File: src/rtl/clock_ctrl_pkg.sv
// Mode encoding shared between the set-button controller and the timekeeping datapath.
package clock_ctrl_pkg;

  typedef enum logic [1:0] {
    MODE_RUN  = 2'b00,
    MODE_SEC  = 2'b01,
    MODE_MIN  = 2'b10,
    MODE_HOUR = 2'b11
  } mode_t;

  function automatic mode_t next_mode(input mode_t m);
    case (m)
      MODE_RUN: return MODE_SEC;
      MODE_SEC: return MODE_MIN;
      MODE_MIN: return MODE_HOUR;
      default:  return MODE_RUN;
    endcase
  endfunction

endpackage

File: src/rtl/btn_debounce.sv
// Two-flop synchronizer and stability debouncer for one raw button, with registered
// rise and any-edge strobes that coincide with the first cycle of the new level.
module btn_debounce #(
  parameter int unsigned DEBOUNCE_CYC = 1_000_000
) (
  input  logic clk,
  input  logic rst_n,
  input  logic btn,
  output logic level,
  output logic rise,
  output logic toggle
);

  localparam int unsigned CW = $clog2(DEBOUNCE_CYC + 1);
  localparam logic [CW-1:0] CNT_LAST = CW'(DEBOUNCE_CYC - 1);

  logic          sync1;
  logic          sync2;
  logic [CW-1:0] cnt;

  always_ff @(posedge clk or negedge rst_n) begin
    if (!rst_n) begin
      sync1  <= 1'b0;
      sync2  <= 1'b0;
      cnt    <= '0;
      level  <= 1'b0;
      rise   <= 1'b0;
      toggle <= 1'b0;
    end else begin
      sync1  <= btn;
      sync2  <= sync1;
      rise   <= 1'b0;
      toggle <= 1'b0;
      if (sync2 == level) begin
        cnt <= '0;
      end else if (cnt == CNT_LAST) begin
        // This cycle is the DEBOUNCE_CYC-th consecutive mismatch.
        level  <= sync2;
        cnt    <= '0;
        rise   <= sync2;
        toggle <= 1'b1;
      end else begin
        cnt <= cnt + CW'(1);
      end
    end
  end

endmodule

File: src/rtl/clock_set_ctrl.sv
// Clock setting controller: mode cycling, plus/minus strobes with auto-repeat,
// and an inactivity timeout that drops back to run mode.
module clock_set_ctrl
  import clock_ctrl_pkg::*;
#(
  parameter int unsigned DEBOUNCE_CYC     = 1_000_000,
  parameter int unsigned REPEAT_DELAY_CYC = 25_000_000,
  parameter int unsigned REPEAT_RATE_CYC  = 5_000_000,
  parameter int unsigned TIMEOUT_CYC      = 500_000_000
) (
  input  logic       clk,
  input  logic       rst_n,
  input  logic       btn_mode,
  input  logic       btn_plus,
  input  logic       btn_minus,
  output logic [1:0] mode,
  output logic       plus_pulse,
  output logic       minus_pulse,
  output logic       setting
);

  localparam int unsigned REP_MAX = (REPEAT_DELAY_CYC > REPEAT_RATE_CYC) ? REPEAT_DELAY_CYC
                                                                         : REPEAT_RATE_CYC;
  localparam int unsigned REP_W = $clog2(REP_MAX + 1);
  localparam int unsigned TO_W  = $clog2(TIMEOUT_CYC + 1);
  localparam logic [REP_W-1:0] DELAY_LAST = REP_W'(REPEAT_DELAY_CYC - 1);
  localparam logic [REP_W-1:0] RATE_LAST  = REP_W'(REPEAT_RATE_CYC - 1);
  localparam logic [TO_W-1:0]  TO_LAST    = TO_W'(TIMEOUT_CYC - 1);

  logic md_lvl, md_rise, md_tog;
  logic p_lvl,  p_rise,  p_tog;
  logic n_lvl,  n_rise,  n_tog;

  btn_debounce #(.DEBOUNCE_CYC(DEBOUNCE_CYC)) u_db_mode (
    .clk(clk), .rst_n(rst_n), .btn(btn_mode), .level(md_lvl), .rise(md_rise), .toggle(md_tog)
  );
  btn_debounce #(.DEBOUNCE_CYC(DEBOUNCE_CYC)) u_db_plus (
    .clk(clk), .rst_n(rst_n), .btn(btn_plus), .level(p_lvl), .rise(p_rise), .toggle(p_tog)
  );
  btn_debounce #(.DEBOUNCE_CYC(DEBOUNCE_CYC)) u_db_minus (
    .clk(clk), .rst_n(rst_n), .btn(btn_minus), .level(n_lvl), .rise(n_rise), .toggle(n_tog)
  );

  mode_t            state, mode_nxt;
  logic             timeout, mode_step, mode_chg;
  logic [TO_W-1:0]  to_cnt;
  logic             p_act, p_first, n_act, n_first;
  logic [REP_W-1:0] p_cnt, n_cnt, p_lim, n_lim;

  assign mode = state;

  always_comb begin
    mode_step = md_rise && md_lvl;
    timeout   = (state != MODE_RUN) && (to_cnt == TO_LAST);
    mode_nxt  = state;
    // Timeout takes priority so a coincident mode press still lands in run.
    if (timeout)        mode_nxt = MODE_RUN;
    else if (mode_step) mode_nxt = next_mode(state);
    mode_chg = timeout || mode_step;
    p_lim    = p_first ? DELAY_LAST : RATE_LAST;
    n_lim    = n_first ? DELAY_LAST : RATE_LAST;
  end

  always_ff @(posedge clk or negedge rst_n) begin
    if (!rst_n) begin
      state       <= MODE_RUN;
      setting     <= 1'b0;
      plus_pulse  <= 1'b0;
      minus_pulse <= 1'b0;
      to_cnt      <= '0;
      p_act       <= 1'b0;
      p_first     <= 1'b0;
      p_cnt       <= '0;
      n_act       <= 1'b0;
      n_first     <= 1'b0;
      n_cnt       <= '0;
    end else begin
      state       <= mode_nxt;
      setting     <= (mode_nxt != MODE_RUN);
      plus_pulse  <= 1'b0;
      minus_pulse <= 1'b0;

      if (state == MODE_RUN || timeout || md_tog || p_tog || n_tog || plus_pulse || minus_pulse)
        to_cnt <= '0;
      else
        to_cnt <= to_cnt + TO_W'(1);

      // Dropping the active flags disarms held buttons; only a fresh rise re-arms.
      if (state == MODE_RUN || mode_chg || (p_lvl && n_lvl)) begin
        p_act   <= 1'b0;
        p_first <= 1'b0;
        p_cnt   <= '0;
        n_act   <= 1'b0;
        n_first <= 1'b0;
        n_cnt   <= '0;
      end else begin
        if (p_rise) begin
          plus_pulse <= 1'b1;
          p_act      <= 1'b1;
          p_first    <= 1'b1;
          p_cnt      <= '0;
        end else if (p_act && p_lvl) begin
          if (p_cnt == p_lim) begin
            plus_pulse <= 1'b1;
            p_first    <= 1'b0;
            p_cnt      <= '0;
          end else begin
            p_cnt <= p_cnt + REP_W'(1);
          end
        end else begin
          p_act   <= 1'b0;
          p_first <= 1'b0;
          p_cnt   <= '0;
        end

        if (n_rise) begin
          minus_pulse <= 1'b1;
          n_act       <= 1'b1;
          n_first     <= 1'b1;
          n_cnt       <= '0;
        end else if (n_act && n_lvl) begin
          if (n_cnt == n_lim) begin
            minus_pulse <= 1'b1;
            n_first     <= 1'b0;
            n_cnt       <= '0;
          end else begin
            n_cnt <= n_cnt + REP_W'(1);
          end
        end else begin
          n_act   <= 1'b0;
          n_first <= 1'b0;
          n_cnt   <= '0;
        end
      end
    end
  end

endmodule

File: config.mk
export PLATFORM = sky130hd
export DESIGN_NAME = clock_set_ctrl
export DESIGN_NICKNAME = d
export VERILOG_FILES = /design/src/rtl/clock_ctrl_pkg.sv /design/src/rtl/btn_debounce.sv /design/src/rtl/clock_set_ctrl.sv
export SDC_FILE = /design/constraint.sdc
export NUM_CORES = 1
export LEC_CHECK = 0
export ABC_AREA = 1
export ABC_CLOCK_PERIOD_IN_PS = 2300
export CORE_MARGIN = 3
export CORE_UTILIZATION = 60
export CTS_BUF_LIST = sky130_fd_sc_hd__clkbuf_8
export DETAILED_ROUTE_END_ITERATION = 8
export MAX_ROUTING_LAYER = met4
export PLACE_DENSITY = 0.85
export SLEW_MARGIN = 40
export SYNTH_ARGS = -nofsm -noshare
export SYNTH_HDL_FRONTEND = slang
export SYNTH_HIERARCHICAL = 1
export SYNTH_SLANG_ARGS = --single-unit
File: constraint.sdc
create_clock -name clk -period 2.3 [get_ports clk]
set_clock_uncertainty 0.05 [all_clocks]
set_input_delay 0.345 -clock clk [delete_from_list [all_inputs] [get_ports clk]]
set_output_delay 0.345 -clock clk [all_outputs]
set_load 0.02 [all_outputs]
==> impl_metrics.ini <==
[status]
status = finished, final reports clean

[floorplanning]
die_y_um = 132
die_area_um2 = 17300
dieWidth_um = 132
fp-row-count = 45
coreArea_um2 = 15300
start_util = 0.619
io_pins = 10

[synthesis]
netlist_area_um2 = 9480
netlist-cell-type-count = 37
synth_area_per_cell_um2 = 7.46
synthTopCellsByArea = dfrtp_1 (43%), nand2_1 (12%), nor2_1 (10%)
syn_inst = 1270
syn-num-nets = 1283
synth_top_area_frac = 0.430
yosys_register_bits = 163
ys_seq_area_frac = 0.430
yosysTopAreaCell = dfrtp_1
yosysWarnings = 6

[global_route]
grt_pass1_wl_um = 35300
grt_max_degree = 49
grt_pass1_vias = 7674
antenna_found_initial = 0
globalRoute.totalOverflow = 0
grt_usage = 0.252

[routing]
wire_per_inst_um = 13.6
met3_wirelength_um = 1000
antenna_left = 0
wirelength_met1_um = 9460
vias = 8219
dr.pass1.iters = 6
viasPerCell = 5.41
top_layer_used = met4
drt-initial-drc-count = 837
drc = 0
routed_wirelength_um = 20600
wl_met2_um = 9800

[worst_hold_path]
holdCritPathClass = input pin to flop

[sta]
hold_viol_final = 0
finalSetupViolCount = 0
max_freq_ghz = 0.492
rsz0062_at_grt = false
fin_crit_ns = 2.03
slew_headroom = 0.597
finalSetupTns_ns = 0
tightest_slew_ns = 0.600
post-route-period-util = 0.884
fin_ws_ns = 0.266
final_max_slew_viol_count = 0

[clocking]
postCtsSetupRepairBufs = 0
cts_sinks = 163
clk_pin_slew_ns = 0.09
cts_buffers = 17
clk-insertion-delay-late_ns = 0.47
clk_path_buf_depth = 2
cts-root-buf = clkbuf_8
cts_tree = yes
cts_max_level = 4

[placement]
gp_congestion = 0.968
port_buffers = 9
dp_slack_ns = 0.134
hpwl_um = 15100

[power_and_ir_drop]
power_density_nw_per_um2 = 507
vdd.ir_drop.worst_mv = 0.371
leakagePower_nw = 4.38

[worst_setup_path]
crit_top_cell = nand2_1
cp_max_fo = 15
startpoint_type = flop
crit_chain = ha_1, nand3_1, nor2_2, inv_1, nor2_1, nand2_1, nand2_1, buf_12, nor3_1
critPathMaxStageDelay_ns = 0.43
crit_slowest_cell = dfrtp_1
crit_type = flop to flop
arrival_ns = 2.33
end_kind = flop
required_ns = 2.60

[finish]
layout_common_cells = nand2_1 (291), nor2_1 (256), dfrtp_1 (163)
nets = 1308
num_antenna_cells = 0
layout-area-overhead-vs-synth_pct = 8.28
drive_above_1_share = 0.0818
regArea_um2 = 4080
multiInputGateArea_um2 = 4720
layout_commonest_cell = nand2_1
nFillCells = 1276

[job]
maxCapViolCount = 0
[flip-flops by register name, summed over array words and instances, names as in the netlist, 2 cells and up]
| register | count |
|---|---|
| u_db_minus/cnt | 20 |
| mode | 2 |
| n_cnt | 25 |
| u_db_mode/cnt | 20 |
| u_db_plus/cnt | 20 |
| to_cnt | 29 |
| p_cnt | 25 |
[kinds of logic after synthesis]
family / synth area share
and+or+nand+nor: 0.397
buffers and inverters: 0.0725
DFF: 0.430
xor gates and xnor gates: 0.0675
AOI/OAI and AO/OA: 0.0218
adders and majority gates: 0.0106
[final cells by class]
| type | instances | share of cell area |
|---|---|---|
| Inverter | 150 | 0.0551 |
| Timing Repair Buffer | 20 | 0.0208 |
| Sequential cell | 163 | 0.397 |
| Tap cell | 211 | 0.0257 |
| Clock inverter | 11 | 0.0124 |
| Multi-Input combinational cell | 943 | 0.460 |
| Clock buffer | 21 | 0.0282 |
[critical path: cells and delay by family, from the launching register on]
family                   cells  cell delay [ns]
adder cells (fa/ha/maj)      1             0.26
buffers and inverters        2             0.25
flip-flops                   1             0.43
AND/OR/NAND/NOR              6             0.92
[stage by stage]
| stage | util | cells | power, mW | area [um2] | hold slack [ns] |
|---|---|---|---|---|---|
| detailed placement | 0.642 | 1486 | 3.09 | 9820 | 0.267 |
| CTS | 0.669 | 1519 | 5.24 | 10300 | 0.245 |
| floorplan | - | 1270 | 3.00 | 9480 | -0.000591 |
| finish | 0.670 | 1519 | 5.20 | 10300 | 0.263 |
| global route | 0.670 | 1519 | 5.39 | 10300 | 0.255 |
| global placement | 0.642 | 1486 | 3.09 | 9820 | 0.262 |
[repair_timing]
item | CTS | global route
setup endpoints to repair | 0 | 21
hold buffers | 1 | 0
hold endpoints to repair | 44 | 0
resized for setup | 0 | 2
[synth_stat cells]
cell,instances
o21ai_1,4
nand2_2,8
nand2_1,291
nand4_2,2
nor3b_1,6
buf_6,8
nor3_1,83
and3_1,2
a31oi_1,2
a21oi_1,13
inv_2,1
nand3_2,10
nor2_1,257
dfrtp_1,163
nor4_1,1
nand2_4,6
nand4_1,37
clkbuf_1,3
o21bai_1,1
or2_2,1
or2_0,1
buf_4,2
nand3b_1,3
ha_1,8
buf_2,1
nor3_2,6
a21oi_4,1
xor2_1,47
nand3_1,79
nand3_4,1
nor2_4,12
and2_1,3
inv_1,148
xnor2_1,26
nor2_2,15
inv_4,1
o21ai_0,17
[worst paths after layout]
check	cells after the start	end	slack, ns	from
worst max-delay path	9	p_cnt[17]	0.27	p_cnt[0]
worst min-delay path	1	u_db_plus/sync1	0.26	btn_plus
worst max register to register	9	p_cnt[17]	0.27	p_cnt[0]
worst min register to register	0	u_db_plus/sync2	0.31	u_db_plus/sync1
max in group asynchronous	3	p_cnt[6]	1.26	rst_n
min in group asynchronous	2	to_cnt[9]	0.33	rst_n
[where the power goes]
part           switching (mW)  internal (mW)
clock                    1.09           1.08
combinational          0.0966         0.0393
sequential             0.0151           2.88
[metal layers]
metal / vias to the layer above / track usage
met1: 3858 / 0.336
met3: 37 / 0.0452
met2: 252 / 0.396
li1: 4072 / -
met4: 0 / 0.0811
met5: - / -
No activity file was read; power rests on OpenSTA's default activity.
